===== src/rtl/adc_capture_ctrl.sv =====
// ADC capture sequencer: arm, wait for a trigger, optional post-trigger delay,
// then hold capture_go_o while counting tuple writes until the limit or a FIFO overflow.
module adc_capture_ctrl #(
    parameter int SYNC_STAGES = 2,
    parameter int CNT_WIDTH   = 32
) (
    input  logic                 adc_sampleclk,
    input  logic                 ddr_usrreset,
    input  logic                 arm_i,
    input  logic                 trig_i,
    input  logic [1:0]           trig_mode_i,
    input  logic [CNT_WIDTH-1:0] trig_offset_i,
    input  logic [CNT_WIDTH-1:0] max_tuples_i,
    input  logic                 tuple_wr_i,
    input  logic                 fifo_full_i,
    output logic                 capture_go_o,
    output logic                 trig_status_o,
    output logic [2:0]           state_o,
    output logic                 done_o,
    output logic                 overflow_o,
    output logic [CNT_WIDTH-1:0] tuple_count_o
);

    typedef enum logic [2:0] {
        IDLE    = 3'd0,
        ARMED   = 3'd1,
        DELAY   = 3'd2,
        CAPTURE = 3'd3,
        DONE    = 3'd4
    } state_t;

    state_t                 state, state_nxt;
    logic [SYNC_STAGES-1:0] arm_sync, trig_sync;
    logic                   arm_s, arm_d, trig_s, trig_d;
    logic                   arm_rise, trig_event;
    logic [CNT_WIDTH-1:0]   count, count_nxt, count_inc;
    logic [CNT_WIDTH-1:0]   max_l, max_nxt, off_l, off_nxt, dly, dly_nxt;
    logic                   overflow, overflow_nxt;
    logic                   capture_go, done;

    // NOTE: sequential state is assigned with <= so every flop samples the pre-edge values.
    always_ff @(posedge adc_sampleclk or posedge ddr_usrreset) begin
        if (ddr_usrreset) begin
            arm_sync  <= '0;
            trig_sync <= '0;
            arm_d     <= 1'b0;
            trig_d    <= 1'b0;
        end else begin
            arm_sync  <= {arm_sync[SYNC_STAGES-2:0], arm_i};
            trig_sync <= {trig_sync[SYNC_STAGES-2:0], trig_i};
            arm_d     <= arm_s;
            trig_d    <= trig_s;
        end
    end

    assign arm_s     = arm_sync[SYNC_STAGES-1];
    assign trig_s    = trig_sync[SYNC_STAGES-1];
    assign arm_rise  = arm_s & ~arm_d;
    assign count_inc = (count == '1) ? count : count + CNT_WIDTH'(1);

    always_comb begin
        case (trig_mode_i)
            2'b00:   trig_event = trig_s & ~trig_d;
            2'b01:   trig_event = ~trig_s & trig_d;
            2'b10:   trig_event = trig_s;
            default: trig_event = ~trig_s;
        endcase
    end

    // NOTE: every signal gets a default before the case so no path leaves one unassigned (no latches).
    always_comb begin
        state_nxt    = state;
        count_nxt    = count;
        overflow_nxt = overflow;
        max_nxt      = max_l;
        off_nxt      = off_l;
        dly_nxt      = dly;
        case (state)
            IDLE: begin
                if (arm_rise) begin
                    state_nxt    = ARMED;
                    count_nxt    = '0;
                    overflow_nxt = 1'b0;
                    max_nxt      = max_tuples_i;
                    off_nxt      = trig_offset_i;
                end
            end
            ARMED: begin
                if (!arm_s) begin
                    state_nxt = IDLE;
                end else if (trig_event) begin
                    if (max_l == '0) begin
                        state_nxt = DONE;
                    end else if (off_l == '0) begin
                        state_nxt = CAPTURE;
                    end else begin
                        state_nxt = DELAY;
                        dly_nxt   = off_l - CNT_WIDTH'(1);
                    end
                end
            end
            DELAY: begin
                if (!arm_s) begin
                    state_nxt = IDLE;
                end else if (dly == '0) begin
                    state_nxt = CAPTURE;
                end else begin
                    dly_nxt = dly - CNT_WIDTH'(1);
                end
            end
            CAPTURE: begin
                // Disarm outranks the tuple write: that tuple is neither counted nor completes the run.
                if (!arm_s) begin
                    state_nxt = IDLE;
                end else if (tuple_wr_i) begin
                    count_nxt = count_inc;
                    if (fifo_full_i) begin
                        overflow_nxt = 1'b1;
                        state_nxt    = DONE;
                    end else if (count_inc == max_l) begin
                        state_nxt = DONE;
                    end
                end
            end
            DONE: begin
                if (!arm_s) state_nxt = IDLE;
            end
            default: state_nxt = IDLE;
        endcase
    end

    always_ff @(posedge adc_sampleclk or posedge ddr_usrreset) begin
        if (ddr_usrreset) begin
            state      <= IDLE;
            count      <= '0;
            overflow   <= 1'b0;
            max_l      <= '0;
            off_l      <= '0;
            dly        <= '0;
            capture_go <= 1'b0;
            done       <= 1'b0;
        end else begin
            state      <= state_nxt;
            count      <= count_nxt;
            overflow   <= overflow_nxt;
            max_l      <= max_nxt;
            off_l      <= off_nxt;
            dly        <= dly_nxt;
            // Registered from the next state so the level tracks CAPTURE with no decode glitches.
            capture_go <= (state_nxt == CAPTURE);
            done       <= (state_nxt == DONE);
        end
    end

    assign capture_go_o  = capture_go;
    assign trig_status_o = trig_s;
    assign state_o       = state;
    assign done_o        = done;
    assign overflow_o    = overflow;
    assign tuple_count_o = count;

endmodule


===== config.mk =====
export PLATFORM = sky130hd
export DESIGN_NAME = adc_capture_ctrl
export DESIGN_NICKNAME = d
export VERILOG_FILES = /design/src/rtl/adc_capture_ctrl.sv
export SDC_FILE = /design/constraint.sdc
export NUM_CORES = 1
export LEC_CHECK = 0
export ABC_AREA = 0
export CORE_MARGIN = 5
export CORE_UTILIZATION = 60
export CTS_CLUSTER_SIZE = 30
export DETAILED_ROUTE_END_ITERATION = 16
export PLACE_DENSITY = 0.86
export SETUP_SLACK_MARGIN = 0.4
export SKIP_CTS_REPAIR_TIMING = 1
export SYNTH_ARGS = -nofsm -noshare
export SYNTH_HDL_FRONTEND = slang
export SYNTH_SLANG_ARGS = --single-unit

===== constraint.sdc =====
create_clock -name adc_sampleclk -period 12.3 [get_ports adc_sampleclk]
set_input_delay 1.845 -clock adc_sampleclk [delete_from_list [all_inputs] [get_ports adc_sampleclk]]
set_output_delay 1.845 -clock adc_sampleclk [all_outputs]
set_load 0.005 [all_outputs]

After elaboration in Yosys (flattened, before gate mapping)

Index checks and enable logic that the tools add are counted.

Input port bits: 72
Output and inout port bits: 39
Register bits: 140
Word-level logic and storage cells: 83

Bitwise logic cells: 6
Muxes and demuxes: 31
Add/subtract/negate cells: 3
Equality and inequality tests: 20
Reduce and logical (&&, ||, !) cells: 11

Operators with widths:

| kind                    | count |
|---|---|
| $mux W32                | 10 |
| $pmux W32 S2            | 2 |
| $logic_not A32 Y1       | 3 |
| $sub A32 B1 Y32 const B | 2 |
| $mux W3                 | 11 |
| $add A32 B1 Y32 const B | 1 |
| $eq A32 B32 Y1          | 1 |
| $eq A32 B32 Y1 const B  | 1 |
| $ne A2 B2 Y1 const B    | 10 |
| $pmux W3 S5             | 1 |
| $eq A3 B2 Y1 const B    | 3 |
| $reduce_and A7 Y1       | 1 |
| $eq A3 B3 Y1 const B    | 2 |
| $mux W1                 | 5 |
| $reduce_and A5 Y1       | 1 |
| $reduce_and A4 Y1       | 1 |
| $reduce_bool A2 Y1      | 2 |
| $and A1 B1 Y1           | 3 |
| $eq A3 B1 Y1 const B    | 1 |
| $logic_not A3 Y1        | 1 |
| $not A1 Y1              | 3 |
| $pmux W1 S3             | 1 |
| $eq A2 B1 Y1 const B    | 1 |
| $eq A2 B2 Y1 const B    | 1 |
| 3 further kinds         | 3 |

Longest topological paths before layout

Depth in word-level cells: 9
Mapped depth: 12
Mapped depth without buffers: 10

Worst setup path after synthesis

OpenSTA, ideal clock, no wires.

Path type: input to register
Start point: input trig_mode_i[0]
End point: register dly[9]
Data required time: 12167 ps
Arrival time: 3435 ps
Cell stages on the path: 8
Path slack: 8732 ps
Path through: xor2_1 o21ai_0 or2_2 o31ai_1 nand3_1 clkbuf_1 o32ai_1 a21oi_1

Word-level cells in the longest chain between the ends: 4

RTL lines:

| item                                 | RTL line | RTL |
|---|---|---|
| from (decl)                          | 11       | `input logic [1:0] trig_mode_i,` |
| $eq A2 B2 Y1 (tied with other cells) | 62       | `case (trig_mode_i)` |
| $pmux W1 S3 *                        | 62       |  |
| $ne A2 B2 Y1 (no line) *             | --       |  |
| $reduce_and A7 Y1 (no line) *        | --       |  |
| to (signal assigned)                 | 148      | `dly <= dly_nxt;` |
| to (decl)                            | 37       | `logic [CNT_WIDTH-1:0] max_l, max_nxt, off_l, off_nxt, dly, dly_nxt;` |

Every way passes the cells marked *; elsewhere a longest branch is shown, timed or not.
A chain may end at the register's enable or synchronous reset.

Worst setup path in the final report

Start point: input trig_mode_i[0]
End point: register dly[6]

The elaborated chain is that of the path after synthesis.

==> flow_summary_export.csv <==
group,metric,value,unit
timing,final-setup-viol-count,0,
synth,synth_cells,1054,
final_layout,drive_above_1_share,0.06457,
power,p_leak,4.276,nW
worst_setup_path,cpPeakStageDelay,0.70,ns
synth,synth.ff_latch_count,140,
synth,async_flop_share,1.000,
place,dp_hpwl,18.32,mm
synth,synth_cell_types,80,
final_layout,final_common_cell,"nand2_1",
clock_network,cts_max_path_buffers,2,
global_routing,grt_start_max_net_pins,77,
timing,fin_setup_tns,0,ns
final_layout,area_growth,20.01,%
worst_setup_path,cp_cell_sequence,"clkdlybuf4s50_1 -> xor2_1 -> o21ai_0 -> or2_2 -> o31ai_1 -> nand3_1 -> o32ai_1 -> a21oi_1",
worst_setup_path,cp_num_buf_inv,1,
worst_hold_path,min_path_type,"reg -> reg",
clock_network,htree_levels,4,
drt,ant_nets,0,
global_routing,grt_pass1_vias,8044,
timing,hold_violations,0,
power,pwr_density_cell,165.9,nW/um^2
timing,period_needed,4.574,ns
synth,yosys.area.top_type_share,0.4069,
clock_network,numCtsBuffers,17,
status,status,"completed",
job,cap_viol_max_count,0,
synth,syn_area,8610,um^2
final_layout,final_nets,1207,
drt,wl_per_cell,19.99,um
synth,ys_warn_count,0,
synth,yosysSeqAreaShare,0.4069,
synth,netlist.top_cell.by_area,"dfrtp_1",
global_routing,grt_pass1_wl,42.70,mm
synth,ys_top_cells_by_area,"dfrtp_1 (41%), nand2_1 (12%), o21ai_0 (4.7%), xnor2_1 (4.0%), nor2_1 (3.6%)",
clock_network,clock_latency,0.43,ns
worst_setup_path,crit_family,"compound AO/OA/AOI/OAI gates",
timing,tightest_slew,1.052,ns
drt,vias,8641,
clock_network,numClockSinks,140,
worst_setup_path,crit_path_top_delay_cell,"nand3_1",
global_routing,antenna_found_initial,0,
synth,syn_area_per_cell,8.168,um^2
floorplan,die_area,16850,um^2
worst_setup_path,worstPathMaxFanout,15,
global_routing,track_usage,0.3210,
timing,fmax,218.7,MHz
power,worst_ir_drop_vdd,0.1272,mV
worst_setup_path,critPathRequiredTime,12.60,ns
clock_network,cts_root_buf,"clkbuf_16",
place,gp_congestion,1.013,
timing,period_share,0.3718,
floorplan,rows,43,
clock_network,cts_tree,"done",
drt,drt_wl_total,26.51,mm
timing,rsz0062_at_grt,"false",
worst_setup_path,path_class,"in -> reg",
drt,drt_iter0_markers,1135,
worst_setup_path,crit_path_start_kind,"input pin",
global_routing,overflow,0,
drt,viasPerCell,6.517,
final_layout,diodes,0,
floorplan,start_util,0.6155,
place,portBuffers,110,
drt,dr.pass1.iters,6,
floorplan,die_h,129.8,um
worst_setup_path,crit_arrival,4.87,ns
synth,syn_nets,1128,
drt,drc,0,
timing,fin_worst_skew,0.008452,ns
synth,synth_edf_count,0,
floorplan,design.core.area,13990,um^2
floorplan,boundaryPins,111,
synth,synth-main-ff-cell,"dfrtp_1",
floorplan,die_width,129.8,um
worst_setup_path,critPathCaptureType,"flip-flop",
timing,hold_slack,0.3550,ns
timing,max_slew_margin,0.2977,
final_layout,mostFrequentLayoutCells,"nand2_1 (264), dfrtp_1 (140), clkdlybuf4s50_1 (110), nor2_1 (81), o21ai_0 (80)",
timing,slew_viol_final,0,
final_layout,final_core_util,0.7386,
clock_network,clk_pin_slew_worst_paths,0.06,ns
## sequential cells by signal, indices dropped and copies added (netlist names)
signal         count
arm_d              1
arm_sync           2
capture_go_o       1
dly               32
done_o             1
max_l             32
off_l             32
overflow_o         1
state_o            3
trig_d             1
trig_sync          2
tuple_count_o     32
## power by group
part           leakage, nW  internal (W)  switching (W)  total [W]
Combinational         2.21      0.000190       0.000243   0.000433
Sequential            1.78      0.000580       0.000161   0.000740
Clock                0.292      0.000328       0.000212   0.000540
Total                 4.28       0.00110       0.000616    0.00171
## per-stage QoR
stage          worst slack, ns  total power, W  instance area (um^2)  cells
6_report                 7.726        0.001714                 10330   1326
5_1_grt                  7.625        0.001805                 10330   1326
4_1_cts                  7.758        0.001705                 10330   1326
3_5_place_dp             7.602        0.001159                  9709   1294
3_3_place_gp             7.755        0.001137                  9709   1294
2_1_floorplan            6.702        0.001005                  8610   1054
## cell type report
| class | count | area (um^2) |
|---|---|---|
| Inverter | 10 | 42.54 |
| Tap cell | 180 | 225.2 |
| Sequential cell | 140 | 3503 |
| Timing Repair Buffer | 118 | 1161 |
| Clock buffer | 18 | 439.2 |
| Multi-Input combinational cell | 846 | 4777 |
| Clock inverter | 14 | 183.9 |
| Fill cell | 1073 | 3656 |
## kinds of logic after synthesis
group,Yosys count,share of synthesized area
AOI/OAI and AO/OA,215,0.1562
xor gates and xnor gates,58,0.05900
adders and majority gates,2,0.002906
buffers and inverters,68,0.03997
DFF,140,0.4069
muxes,28,0.03299
and+or+nand+nor,543,0.3020
## cell usage after synthesis (7+ instances only)
| cell | number |
|---|---|
| a21oi_1 | 57 |
| xor2_1 | 19 |
| xnor2_1 | 39 |
| nand2_1 | 264 |
| a211oi_1 | 9 |
| and2_1 | 8 |
| dfrtp_1 | 140 |
| and4_1 | 8 |
| inv_1 | 10 |
| o32ai_1 | 12 |
| o21ai_0 | 80 |
| mux2i_1 | 25 |
| nor3_1 | 32 |
| nor2_1 | 82 |
| nand4_1 | 17 |
| or4_1 | 10 |
| o31ai_1 | 11 |
| nand3_1 | 30 |
| and3_1 | 8 |
| nor4_1 | 36 |
| clkbuf_1 | 36 |
| nor2b_1 | 7 |
| buf_2 | 8 |
## layer usage
| metal | global-route usage | share of wire | vias up |
|---|---|---|---|
| li1 | - | - | 3919 |
| met1 | 0.4689 | 0.43 | 4146 |
| met2 | 0.4774 | 0.45 | 522 |
| met3 | 0.07736 | 0.11 | 54 |
| met4 | 0.09597 | 0.021 | 0 |
| met5 | 0 | 0 | - |
## worst paths after layout
path / startpoint / cells after the start / end / slack (ns)
setup reg to reg: tuple_count_o[0] / 10 / capture_go_o / 8.03
hold / removal: trig_sync[0] / 0 / trig_sync[1] / 0.36
min in group asynchronous: ddr_usrreset / 2 / off_l[1] / 1.91
setup / recovery: trig_mode_i[0] / 8 / dly[6] / 7.73
hold reg to reg: trig_sync[0] / 0 / trig_sync[1] / 0.36
max in group asynchronous: ddr_usrreset / 3 / tuple_count_o[14] / 9.09
No activity file was read; power rests on OpenSTA's default activity.
